File: src/rtl/dmem_responder_if.sv
// ============================================================================
// Module      : dmem_if / mem_bus_if
// Description : Core data-memory port and word-wide req/ack memory bus.
// Revision    : 1.0 - initial release
// ============================================================================
`default_nettype none

interface dmem_if;
    logic [31:0] dmem_address;
    logic        dmem_enable;
    logic [31:0] dmem_write_data;
    logic        dmem_write_enable;
    logic [2:0]  dmem_write_mode;
    logic        dmem_read_enable;
    logic [2:0]  dmem_read_mode;
    logic [31:0] dmem_read_data;
    logic        dmem_wait;

    modport master (
        output dmem_address, dmem_enable, dmem_write_data, dmem_write_enable,
               dmem_write_mode, dmem_read_enable, dmem_read_mode,
        input  dmem_read_data, dmem_wait
    );
    modport slave (
        input  dmem_address, dmem_enable, dmem_write_data, dmem_write_enable,
               dmem_write_mode, dmem_read_enable, dmem_read_mode,
        output dmem_read_data, dmem_wait
    );
endinterface

interface mem_bus_if #(
    parameter int ADDR_WIDTH = 32
);
    logic                  mem_req;
    logic [ADDR_WIDTH-3:0] mem_addr;
    logic                  mem_we;
    logic [3:0]            mem_wstrb;
    logic [31:0]           mem_wdata;
    logic [31:0]           mem_rdata;
    logic                  mem_ack;

    modport master (
        output mem_req, mem_addr, mem_we, mem_wstrb, mem_wdata,
        input  mem_rdata, mem_ack
    );
    modport slave (
        input  mem_req, mem_addr, mem_we, mem_wstrb, mem_wdata,
        output mem_rdata, mem_ack
    );
endinterface

`default_nettype wire

File: src/rtl/dmem_responder.sv
// ============================================================================
// Module      : dmem_responder
// Description : Core data-memory responder bridging to a req/ack word bus
//               with byte-lane steering. Optional misalignment trap enabled
//               by defining DMEM_MISALIGN_CHECK_EN.
// Revision    : 1.0 - initial release
// ============================================================================
`default_nettype none

module dmem_responder #(
    parameter int ADDR_WIDTH  = 32,
    parameter int ACK_TIMEOUT = 255
) (
    input  logic      clk,
    input  logic      reset_n,
    dmem_if.slave     dmem,
    mem_bus_if.master mem,
    output logic      bus_error
`ifdef DMEM_MISALIGN_CHECK_EN
    ,
    output logic      misaligned
`endif
);

    localparam int             C_CNT_W   = (ACK_TIMEOUT < 2) ? 1 : $clog2(ACK_TIMEOUT + 1);
    localparam logic [C_CNT_W-1:0] C_CNT_MAX = {C_CNT_W{1'b1}};
    localparam logic [C_CNT_W-1:0] C_TMO_LAST = C_CNT_W'((ACK_TIMEOUT == 0) ? 0 : ACK_TIMEOUT - 1);
    localparam logic [1:0]     C_SZ_BYTE = 2'd0;
    localparam logic [1:0]     C_SZ_HALF = 2'd1;
    localparam logic [1:0]     C_SZ_WORD = 2'd2;

    typedef enum logic [0:0] {ST_IDLE = 1'b0, ST_ACCESS = 1'b1} state_t;

    state_t                r_state;
    state_t                w_state_next;
    logic [ADDR_WIDTH-1:0] r_addr;
    logic                  r_we;
    logic                  r_read;
    logic [1:0]            r_size;
    logic [3:0]            r_wstrb;
    logic [31:0]           r_wdata;
    logic [31:0]           r_rdata;
    logic [C_CNT_W-1:0]    r_tcnt;
    logic                  r_bus_error;

    logic        w_accept;
    logic        w_go;
    logic        w_misalign;
    logic        w_timeout;
    logic        w_rd_ack;
    logic [1:0]  w_size;
    logic [1:0]  w_lane;
    logic [3:0]  w_strb;
    logic [31:0] w_wdata;
    logic [31:0] w_load;
    logic [7:0]  w_byte;
    logic [15:0] w_half;

    assign w_lane         = dmem.dmem_address[1:0];
    assign dmem.dmem_wait = (r_state == ST_ACCESS) && !mem.mem_ack;
    assign w_accept       = dmem.dmem_enable && !dmem.dmem_wait
                            && (dmem.dmem_read_enable || dmem.dmem_write_enable);

    // Stores take priority, so the size comes from the write mode when both are set
    always_comb begin
        w_size = C_SZ_WORD;
        if (dmem.dmem_write_enable) begin
            case (dmem.dmem_write_mode)
                3'b000:  w_size = C_SZ_BYTE;
                3'b001:  w_size = C_SZ_HALF;
                default: w_size = C_SZ_WORD;
            endcase
        end else begin
            case (dmem.dmem_read_mode)
                3'b000, 3'b100: w_size = C_SZ_BYTE;
                3'b001, 3'b101: w_size = C_SZ_HALF;
                default:        w_size = C_SZ_WORD;
            endcase
        end
    end

`ifdef DMEM_MISALIGN_CHECK_EN
    assign w_misalign = ((w_size == C_SZ_HALF) && w_lane[0])
                        || ((w_size == C_SZ_WORD) && (w_lane != 2'b00));
`else
    assign w_misalign = 1'b0;
`endif
    assign w_go = w_accept && !w_misalign;

    always_comb begin
        w_strb  = 4'b1111;
        w_wdata = dmem.dmem_write_data;
        case (w_size)
            C_SZ_BYTE: begin
                w_strb  = 4'b0001 << w_lane;
                w_wdata = {4{dmem.dmem_write_data[7:0]}};
            end
            C_SZ_HALF: begin
                w_strb  = w_lane[1] ? 4'b1100 : 4'b0011;
                w_wdata = {2{dmem.dmem_write_data[15:0]}};
            end
            default: ;
        endcase
    end

    assign w_byte = 8'(mem.mem_rdata >> {r_addr[1:0], 3'b000});
    assign w_half = 16'(mem.mem_rdata >> {r_addr[1], 4'b0000});

    always_comb begin
        case (r_size)
            C_SZ_BYTE: w_load = {24'h0, w_byte};
            C_SZ_HALF: w_load = {16'h0, w_half};
            default:   w_load = mem.mem_rdata;
        endcase
    end

    always_ff @(posedge clk or negedge reset_n) begin
        if (!reset_n) begin
            r_state <= ST_IDLE;
        end else begin
            r_state <= w_state_next;
        end
    end

    // An ack always wins over a timeout landing on the same cycle
    always_comb begin
        w_state_next = r_state;
        w_rd_ack     = 1'b0;
        w_timeout    = 1'b0;
        case (r_state)
            ST_IDLE: begin
                if (w_go) w_state_next = ST_ACCESS;
            end
            ST_ACCESS: begin
                if (mem.mem_ack) begin
                    w_rd_ack     = r_read;
                    w_state_next = w_go ? ST_ACCESS : ST_IDLE;
                end else if ((ACK_TIMEOUT != 0) && (r_tcnt == C_TMO_LAST)) begin
                    w_timeout    = 1'b1;
                    w_state_next = ST_IDLE;
                end
            end
            default: w_state_next = ST_IDLE;
        endcase
    end

    always_ff @(posedge clk or negedge reset_n) begin
        if (!reset_n) begin
            r_addr      <= '0;
            r_we        <= 1'b0;
            r_read      <= 1'b0;
            r_size      <= C_SZ_WORD;
            r_wstrb     <= 4'b0000;
            r_wdata     <= 32'h0;
            r_rdata     <= 32'h0;
            r_tcnt      <= '0;
            r_bus_error <= 1'b0;
        end else begin
            r_bus_error <= w_timeout;
            if (w_go) begin
                r_addr  <= dmem.dmem_address[ADDR_WIDTH-1:0];
                r_we    <= dmem.dmem_write_enable;
                r_read  <= !dmem.dmem_write_enable;
                r_size  <= w_size;
                r_wstrb <= dmem.dmem_write_enable ? w_strb : 4'b0000;
                r_wdata <= w_wdata;
                r_tcnt  <= '0;
            end else if ((r_state == ST_ACCESS) && !mem.mem_ack && (r_tcnt != C_CNT_MAX)) begin
                r_tcnt <= r_tcnt + C_CNT_W'(1);
            end
            if ((w_accept && w_misalign) || w_timeout) begin
                r_rdata <= 32'h0;
            end else if (w_rd_ack) begin
                r_rdata <= w_load;
            end
        end
    end

`ifdef DMEM_MISALIGN_CHECK_EN
    logic r_misaligned;

    always_ff @(posedge clk or negedge reset_n) begin
        if (!reset_n) begin
            r_misaligned <= 1'b0;
        end else begin
            r_misaligned <= w_accept && w_misalign;
        end
    end

    assign misaligned = r_misaligned;
`endif

    assign dmem.dmem_read_data = w_rd_ack ? w_load : r_rdata;
    assign bus_error           = r_bus_error;
    assign mem.mem_req         = (r_state == ST_ACCESS);
    assign mem.mem_addr        = r_addr[ADDR_WIDTH-1:2];
    assign mem.mem_we          = r_we;
    assign mem.mem_wstrb       = r_wstrb;
    assign mem.mem_wdata       = r_wdata;

endmodule

`default_nettype wire

File: src/flat_wrapper.sv
// flat-port wrapper written by rule: the top's interface ports become plain ports
module dmem_responder_flat 
#(
    parameter int ADDR_WIDTH  = 32,
    parameter int ACK_TIMEOUT = 255
)
  (clk, reset_n, bus_error, dmem_dmem_address, dmem_dmem_enable, dmem_dmem_write_data, dmem_dmem_write_enable, dmem_dmem_write_mode, dmem_dmem_read_enable, dmem_dmem_read_mode, dmem_dmem_read_data, dmem_dmem_wait, mem_mem_req, mem_mem_addr, mem_mem_we, mem_mem_wstrb, mem_mem_wdata, mem_mem_rdata, mem_mem_ack);
  dmem_if dmem_i ();
  mem_bus_if #(.ADDR_WIDTH(ADDR_WIDTH)) mem_i ();
  input  logic clk;
  input  logic reset_n;
  output logic bus_error;
  input wire logic [$bits(dmem_i.dmem_address)-1:0] dmem_dmem_address;
  input wire logic [$bits(dmem_i.dmem_enable)-1:0] dmem_dmem_enable;
  input wire logic [$bits(dmem_i.dmem_write_data)-1:0] dmem_dmem_write_data;
  input wire logic [$bits(dmem_i.dmem_write_enable)-1:0] dmem_dmem_write_enable;
  input wire logic [$bits(dmem_i.dmem_write_mode)-1:0] dmem_dmem_write_mode;
  input wire logic [$bits(dmem_i.dmem_read_enable)-1:0] dmem_dmem_read_enable;
  input wire logic [$bits(dmem_i.dmem_read_mode)-1:0] dmem_dmem_read_mode;
  output wire logic [$bits(dmem_i.dmem_read_data)-1:0] dmem_dmem_read_data;
  output wire logic [$bits(dmem_i.dmem_wait)-1:0] dmem_dmem_wait;
  output wire logic [$bits(mem_i.mem_req)-1:0] mem_mem_req;
  output wire logic [$bits(mem_i.mem_addr)-1:0] mem_mem_addr;
  output wire logic [$bits(mem_i.mem_we)-1:0] mem_mem_we;
  output wire logic [$bits(mem_i.mem_wstrb)-1:0] mem_mem_wstrb;
  output wire logic [$bits(mem_i.mem_wdata)-1:0] mem_mem_wdata;
  input wire logic [$bits(mem_i.mem_rdata)-1:0] mem_mem_rdata;
  input wire logic [$bits(mem_i.mem_ack)-1:0] mem_mem_ack;
  assign dmem_i.dmem_address = dmem_dmem_address;
  assign dmem_i.dmem_enable = dmem_dmem_enable;
  assign dmem_i.dmem_write_data = dmem_dmem_write_data;
  assign dmem_i.dmem_write_enable = dmem_dmem_write_enable;
  assign dmem_i.dmem_write_mode = dmem_dmem_write_mode;
  assign dmem_i.dmem_read_enable = dmem_dmem_read_enable;
  assign dmem_i.dmem_read_mode = dmem_dmem_read_mode;
  assign dmem_dmem_read_data = dmem_i.dmem_read_data;
  assign dmem_dmem_wait = dmem_i.dmem_wait;
  assign mem_mem_req = mem_i.mem_req;
  assign mem_mem_addr = mem_i.mem_addr;
  assign mem_mem_we = mem_i.mem_we;
  assign mem_mem_wstrb = mem_i.mem_wstrb;
  assign mem_mem_wdata = mem_i.mem_wdata;
  assign mem_i.mem_rdata = mem_mem_rdata;
  assign mem_i.mem_ack = mem_mem_ack;
  dmem_responder #(.ADDR_WIDTH(ADDR_WIDTH), .ACK_TIMEOUT(ACK_TIMEOUT)) u_core (.clk(clk), .reset_n(reset_n), .dmem(dmem_i), .mem(mem_i), .bus_error(bus_error));
endmodule
File: config.mk
export PLATFORM = sky130hd
export DESIGN_NAME = dmem_responder_flat
export DESIGN_NICKNAME = d
export VERILOG_FILES = /design/src/rtl/dmem_responder_if.sv /design/src/rtl/dmem_responder.sv /design/src/flat_wrapper.sv
export SDC_FILE = /design/constraint.sdc
export NUM_CORES = 1
export LEC_CHECK = 0
export ABC_AREA = 0
export CORE_MARGIN = 2
export CORE_UTILIZATION = 45
export CTS_CLUSTER_DIAMETER = 100
export DETAILED_ROUTE_END_ITERATION = 7
export GPL_ROUTABILITY_DRIVEN = 0
export PLACE_DENSITY = 0.81
export SLEW_MARGIN = 25
export SYNTH_ARGS = -nofsm -noshare
export SYNTH_HDL_FRONTEND = slang
export SYNTH_SLANG_ARGS = --single-unit
File: constraint.sdc
create_clock -name clk -period 2.1 [get_ports clk]
set_input_delay 0.21 -clock clk [delete_from_list [all_inputs] [get_ports clk]]
set_output_delay 0.21 -clock clk [all_outputs]
set_load 0.005 [all_outputs]
# Word-level counts from Yosys, hierarchy flattened
# Cells that the tools add are included.
# word_totals
regBits,114
# op_classes
n_addsub,1
n_eq_ne,8
n_shift,3
muxes,21
bitwise,1
n_reduce_logical,15
# op_table
cell,n
32-bit case mux with 2 select lines,2
32-bit two-way mux,2
32-bit by 5-bit >> shifter with 16-bit output,1
32-bit by 5-bit >> shifter with 8-bit output,1
8-bit two-way mux,2
8-bit by 1-bit adder with 8-bit output (second input constant),1
8-bit == test (second input constant),1
1-bit two-way mux,8
4-bit two-way mux,2
8-bit inequality test (second input constant),1
2-bit case mux with 2 select lines,2
4-bit case mux with 2 select lines,1
3-bit by 1-bit == test with 1-bit output (second input constant),2
3-bit == test (second input constant),2
3-bit zero test,2
2-bit by 1-bit == test with 1-bit output (second input constant),2
1-bit logical AND,4
2-bit zero test,2
2-bit OR reduction,2
1-bit by 2-bit left shift with 4-bit output (first input constant),1
1-bit zero test,3
2-bit two-way mux,1
1-bit case mux with 2 select lines,1
2-bit nonzero test,1
other kinds (2),2

# Longest topological paths before layout
# logic_depth
ltp_word,8
mapped_depth,8
mapped_depth_nobuf,5

# Worst setup path after synthesis
# No wires, ideal clock.
# synth_timing
kind,flip-flop to output port
startpoint,register u_core.r_size[1]
endpoint,output port dmem_dmem_read_data[0]
arrival_ps,1370
t_required_ps,1890
slack_ps,520
path_stages_with_launch,7
cell_sequence,dfstp_2 buf_2 or3b_1 buf_6 nor2_2 a2111oi_2 nor2_1
# synth_between
elab_chain_len,3
elab_cells_between_ends,4
classes_between,eq/ne (1); mux (2); reduce/logical (1)
# synth_lines
element,line,text
start: declaration,dmem_responder.sv:39,logic [1:0] r_size;
start signal: assignment,dmem_responder.sv:164,r_size <= w_size;
2-bit by 1-bit == test with 1-bit output or 2-bit zero test (tied branches),dmem_responder.sv:110,case (r_size)
32-bit case mux with 2 select lines (*),dmem_responder.sv:110,
32-bit two-way mux (*),dmem_responder.sv:193,assign dmem.dmem_read_data = w_rd_ack ? w_load : r_rdata;
end: declaration,flat_wrapper.sv:20,output wire logic [$bits(dmem_i.dmem_read_data)-1:0] dmem_dmem_read_data;
# Mark *: on every way between the ends. The rest lies on a longest branch, timed or not.

# Worst setup path in the final report
# layout_timing
startpoint,register u_core.r_addr[1]
endpoint,output port dmem_dmem_read_data[7]
# layout_between
elab_chain_len,3
elab_cells_between_ends,4
classes_between,shift (2); mux (2)
# layout_lines
element,line,text
start: declaration,dmem_responder.sv:36,logic [ADDR_WIDTH-1:0] r_addr;
start signal: assignment,dmem_responder.sv:161,r_addr <= dmem.dmem_address[ADDR_WIDTH-1:0];
32-bit by 5-bit >> shifter with 16-bit output or 32-bit by 5-bit >> shifter with 8-bit output (tied branches),"dmem_responder.sv:107, dmem_responder.sv:106",
32-bit case mux with 2 select lines (*),dmem_responder.sv:110,
32-bit two-way mux (*),dmem_responder.sv:193,
# Marked as above.

==> run_results.csv <==
group,metric,value,unit
clock_tree,clock-sinks,114,
sta,hold_violations,0,
cells_and_area,finalInstanceArea,9780,um^2
min_path,hp-class,"in2reg",
synth,synth-compound-area-share,12.8,%
run_status,status,"finished, violations left",
sta,setup_viol,12,
cells_and_area,fin_nets,1022,
route,post_drt_via_cell_ratio,5.53,
placement,placement.io_buffers,208,
clock_tree,cts_root_buf,"clkbuf_16",
sta,fin_crit,2.33,ns
worst_setup_path,r2r-end,"u_core.r_rdata[5]",
synth,avgSynthCellArea,9.18,um^2
grt,grtUsageMet1,31.6,%
worst_setup_path,critical_path_class,"reg2out",
clock_tree,path_clk_slew,0.05,ns
die,fp-row-count,41,
grt,grt_first_pass_wirelength,31400,um
sta,setup_slack,-0.225,ns
grt,grtUsageTotal,29.0,%
clock_tree,cts_tree,"done",
grt,grt-ovfl-total,0,
power_and_ir_drop,leakagePower,4.64,nW
synth,synth_top_family_by_area,"simple AND/OR/NAND/NOR gates",
sta,holdWs,0.331,ns
clock_tree,clockBufferDepth,2,
worst_setup_path,crit_start,"u_core.r_addr[1]",
synth,syn_inst,629,
placement,place_hpwl,12300,um
route,avgRoutedWirePerCell,19.9,um
synth,ys_warn_count,0,
grt,grt_start_max_net_pins,53,
placement,place_area,8250,um^2
synth,synthMuxAreaShare,5.89,%
power_and_ir_drop,peakVddDrop,703,uV
sta,finClkSkew,0.0113,ns
worst_setup_path,start_kind,"register",
grt,gr-usage-met2,50.8,%
sta,max_freq,430,MHz
die,die_area,13800,um^2
synth,syn_area,5780,um^2
synth,synth_fa_ha_area_share,0.433,%
worst_setup_path,r2r_slack,0.12,ns
die,die_h,117,um
worst_setup_path,rr_startpoint,"u_core.r_addr[1]",
route,drt_iter0_markers,523,
worst_setup_path,setup.worst_path.end,"dmem_dmem_read_data[7]",
grt,grt_pass1_vias,6157,
sta,max_slew_margin,60.2,%
worst_setup_path,arrival,2.12,ns
sta,tns,-1.23,ns
clock_tree,htree_levels,4,
cells_and_area,layout-drive-gt1-share,27.2,%
grt,met3_usage,10.9,%
run_status,violations,"setup timing",
sta,worstMarginPinSlew,0.596,ns
sta,grt_setup_unrepaired,"yes",
grt,top_usage_layer,"met2",
die,core,12600,um^2
synth,synth.net_count,739,
route,antenna_left,0,
cells_and_area,insertedDiodeCount,0,
flow_run,cap_violations,0,
worst_setup_path,critPathMaxFanout,5,
sta,drv_slew,0,
synth,synth.lib_cells_used.distinct,44,
route,drt-total-wl,21800,um
synth,synthXorXnorAreaFrac,0.152,%
route,dr_total_vias,6062,
power_and_ir_drop,power.density,918,nW/um^2
die,pin_count,210,
cells_and_area,syn2layout_area_growth,69.3,%
worst_setup_path,cp-end-kind,"output pin",
die,initial_utilization,46.0,%
route,drc_errors,0,
sta,fin_crit_sh,111,%
synth,seq_area_frac_synth,49.4,%
worst_setup_path,crit_required,1.89,ns
worst_setup_path,ff2ff_path_depth,10,
clock_tree,insertion_delay,0.41,ns
route,firstDrtPassIters,5,
die,die_x,117,um
synth,synth_seq_cells,114,
cells_and_area,nFillCells,764,
synth,yosys.area_share.simple,22.7,%
grt,grt_antenna_before_repair,0,
clock_tree,numCtsBuffers,17,
[placed cells by master, fill, tap and decap left out, types with 19 or more instances in the layout]
cell type	count
buf_4	99
clkbuf_16	20
clkdlybuf4s50_1	175
mux2i_1	23
a21oi_1	25
dfrtp_1	112
o21ai_1	19
nor2_1	44
nand2_1	185
[power breakdown]
part	leakage, nW	switching (W)	total (W)	internal (W)
registers	1.40	0.000251	0.00290	0.00265
clock network	0.297	0.00101	0.00294	0.00194
logic	2.94	0.00143	0.00314	0.00170
total	4.64	0.00269	0.00898	0.00629
[synthesized netlist by cell type (all sizes together)]
master,n,area share [%]
a2111oi,8,2.1
a211oi,1,0.13
a21o,3,0.39
a21oi,26,2.3
a221oi,16,3.2
a22o,8,1.2
a32o,1,0.17
a41o,1,0.17
and3,2,0.22
and4,1,0.15
and4b,1,0.17
buf,64,7.6
clkbuf,9,0.65
dfrtp,113,49
dfstp,1,0.45
ha,2,0.43
inv,6,0.39
mux2i,34,5.9
nand2,187,12
nand2b,2,0.26
nand3,24,2.2
nand4,1,0.11
nand4b,1,0.15
nor2,54,3.9
nor2b,3,0.32
nor3,26,2.9
o211ai,3,0.39
o21ai,26,2.3
o31ai,3,0.39
or3b,1,0.15
xnor2,1,0.15
[layout make-up]
class                   instances  area (um^2)  share of cell area (%)
inverters                       6         25.0                   0.256
well taps                     172          215                    2.20
clock buffers                  20          467                    4.77
repair buffers                337         3290                    33.6
multi-input cells             436         2800                    28.6
clock inverters                11          135                    1.38
flip-flops and latches        114         2860                    29.2
[per-stage QoR]
step | power, W | instances | worst slack [ns] | util [%]
global route | 0.00935 | 1096 | -0.326 | 77.8
finish | 0.00898 | 1096 | -0.225 | 77.8
CTS | 0.00873 | 1073 | -0.158 | 75.3
floorplan | 0.00398 | 629 | 0.520 | -
detailed placement | 0.00551 | 1007 | -0.144 | 65.7
global placement | 0.00541 | 1007 | -0.0673 | 65.7
[registers in the layout, indices dropped and copies added, names as in the netlist]
register / cells
u_core.r_read: 1
u_core.r_size: 2
u_core.r_tcnt: 8
u_core.mem.mem_req: 1
u_core.bus_error: 1
u_core.r_rdata: 32
u_core.mem.mem_wdata: 32
u_core.mem.mem_we: 1
u_core.mem.mem_wstrb: 4
u_core.r_addr: 32
[routing by layer]
layer / vias up / routed length (um)
li1: 2676 / -
met1: 2909 / 7630
met2: 391 / 11100
met3: 86 / 2060
met4: 0 / 928
met5: - / 0
[worst max-delay path: stages (launching register included)]
cell	delay, ns
dfrtp_1	0.41
buf_12	0.16
buf_12	0.13
buf_6	0.11
mux2i_1	0.21
nor3_2	0.11
a2111oi_4	0.30
nor2_1	0.13
buf_2	0.15
[cell families (layout without fill, tap and decap cells)]
logic type                 after synthesis  after routing
AOI/OAI and AO/OA                       96             96
adders and majority gates                2              2
buffers and inverters                   79            374
xor gates and xnor gates                 1              1
muxes                                   34             34
DFF                                    114            114
and+or+nand+nor                        303            303
[worst min path at each step]
| stage | start | endpoint | slack (ns) | depth (start not counted) |
|---|---|---|---|---|
| after global routing | dmem_dmem_address[3] | u_core.r_addr[3] | 0.32 | 3 |
| after global placement | reset_n | u_core.r_rdata[20] | 0.23 | 1 |
| after floorplan | reset_n | u_core.bus_error | -0.09 | 0 |
| after detailed placement | reset_n | u_core.r_rdata[20] | 0.24 | 1 |
| after CTS | dmem_dmem_address[7] | u_core.r_addr[7] | 0.32 | 3 |
| final | dmem_dmem_address[30] | u_core.r_addr[30] | 0.33 | 3 |
[repair_timing]
item	CTS	global route
pin swaps	37	36
gates resized for setup	105	54
gates cloned	2	3
hold buffers	1	0
endpoints found under the setup margin	32	30
endpoints found under the hold margin	38	0
buffers inserted	32	21
(Power assumes the default switching activity.)
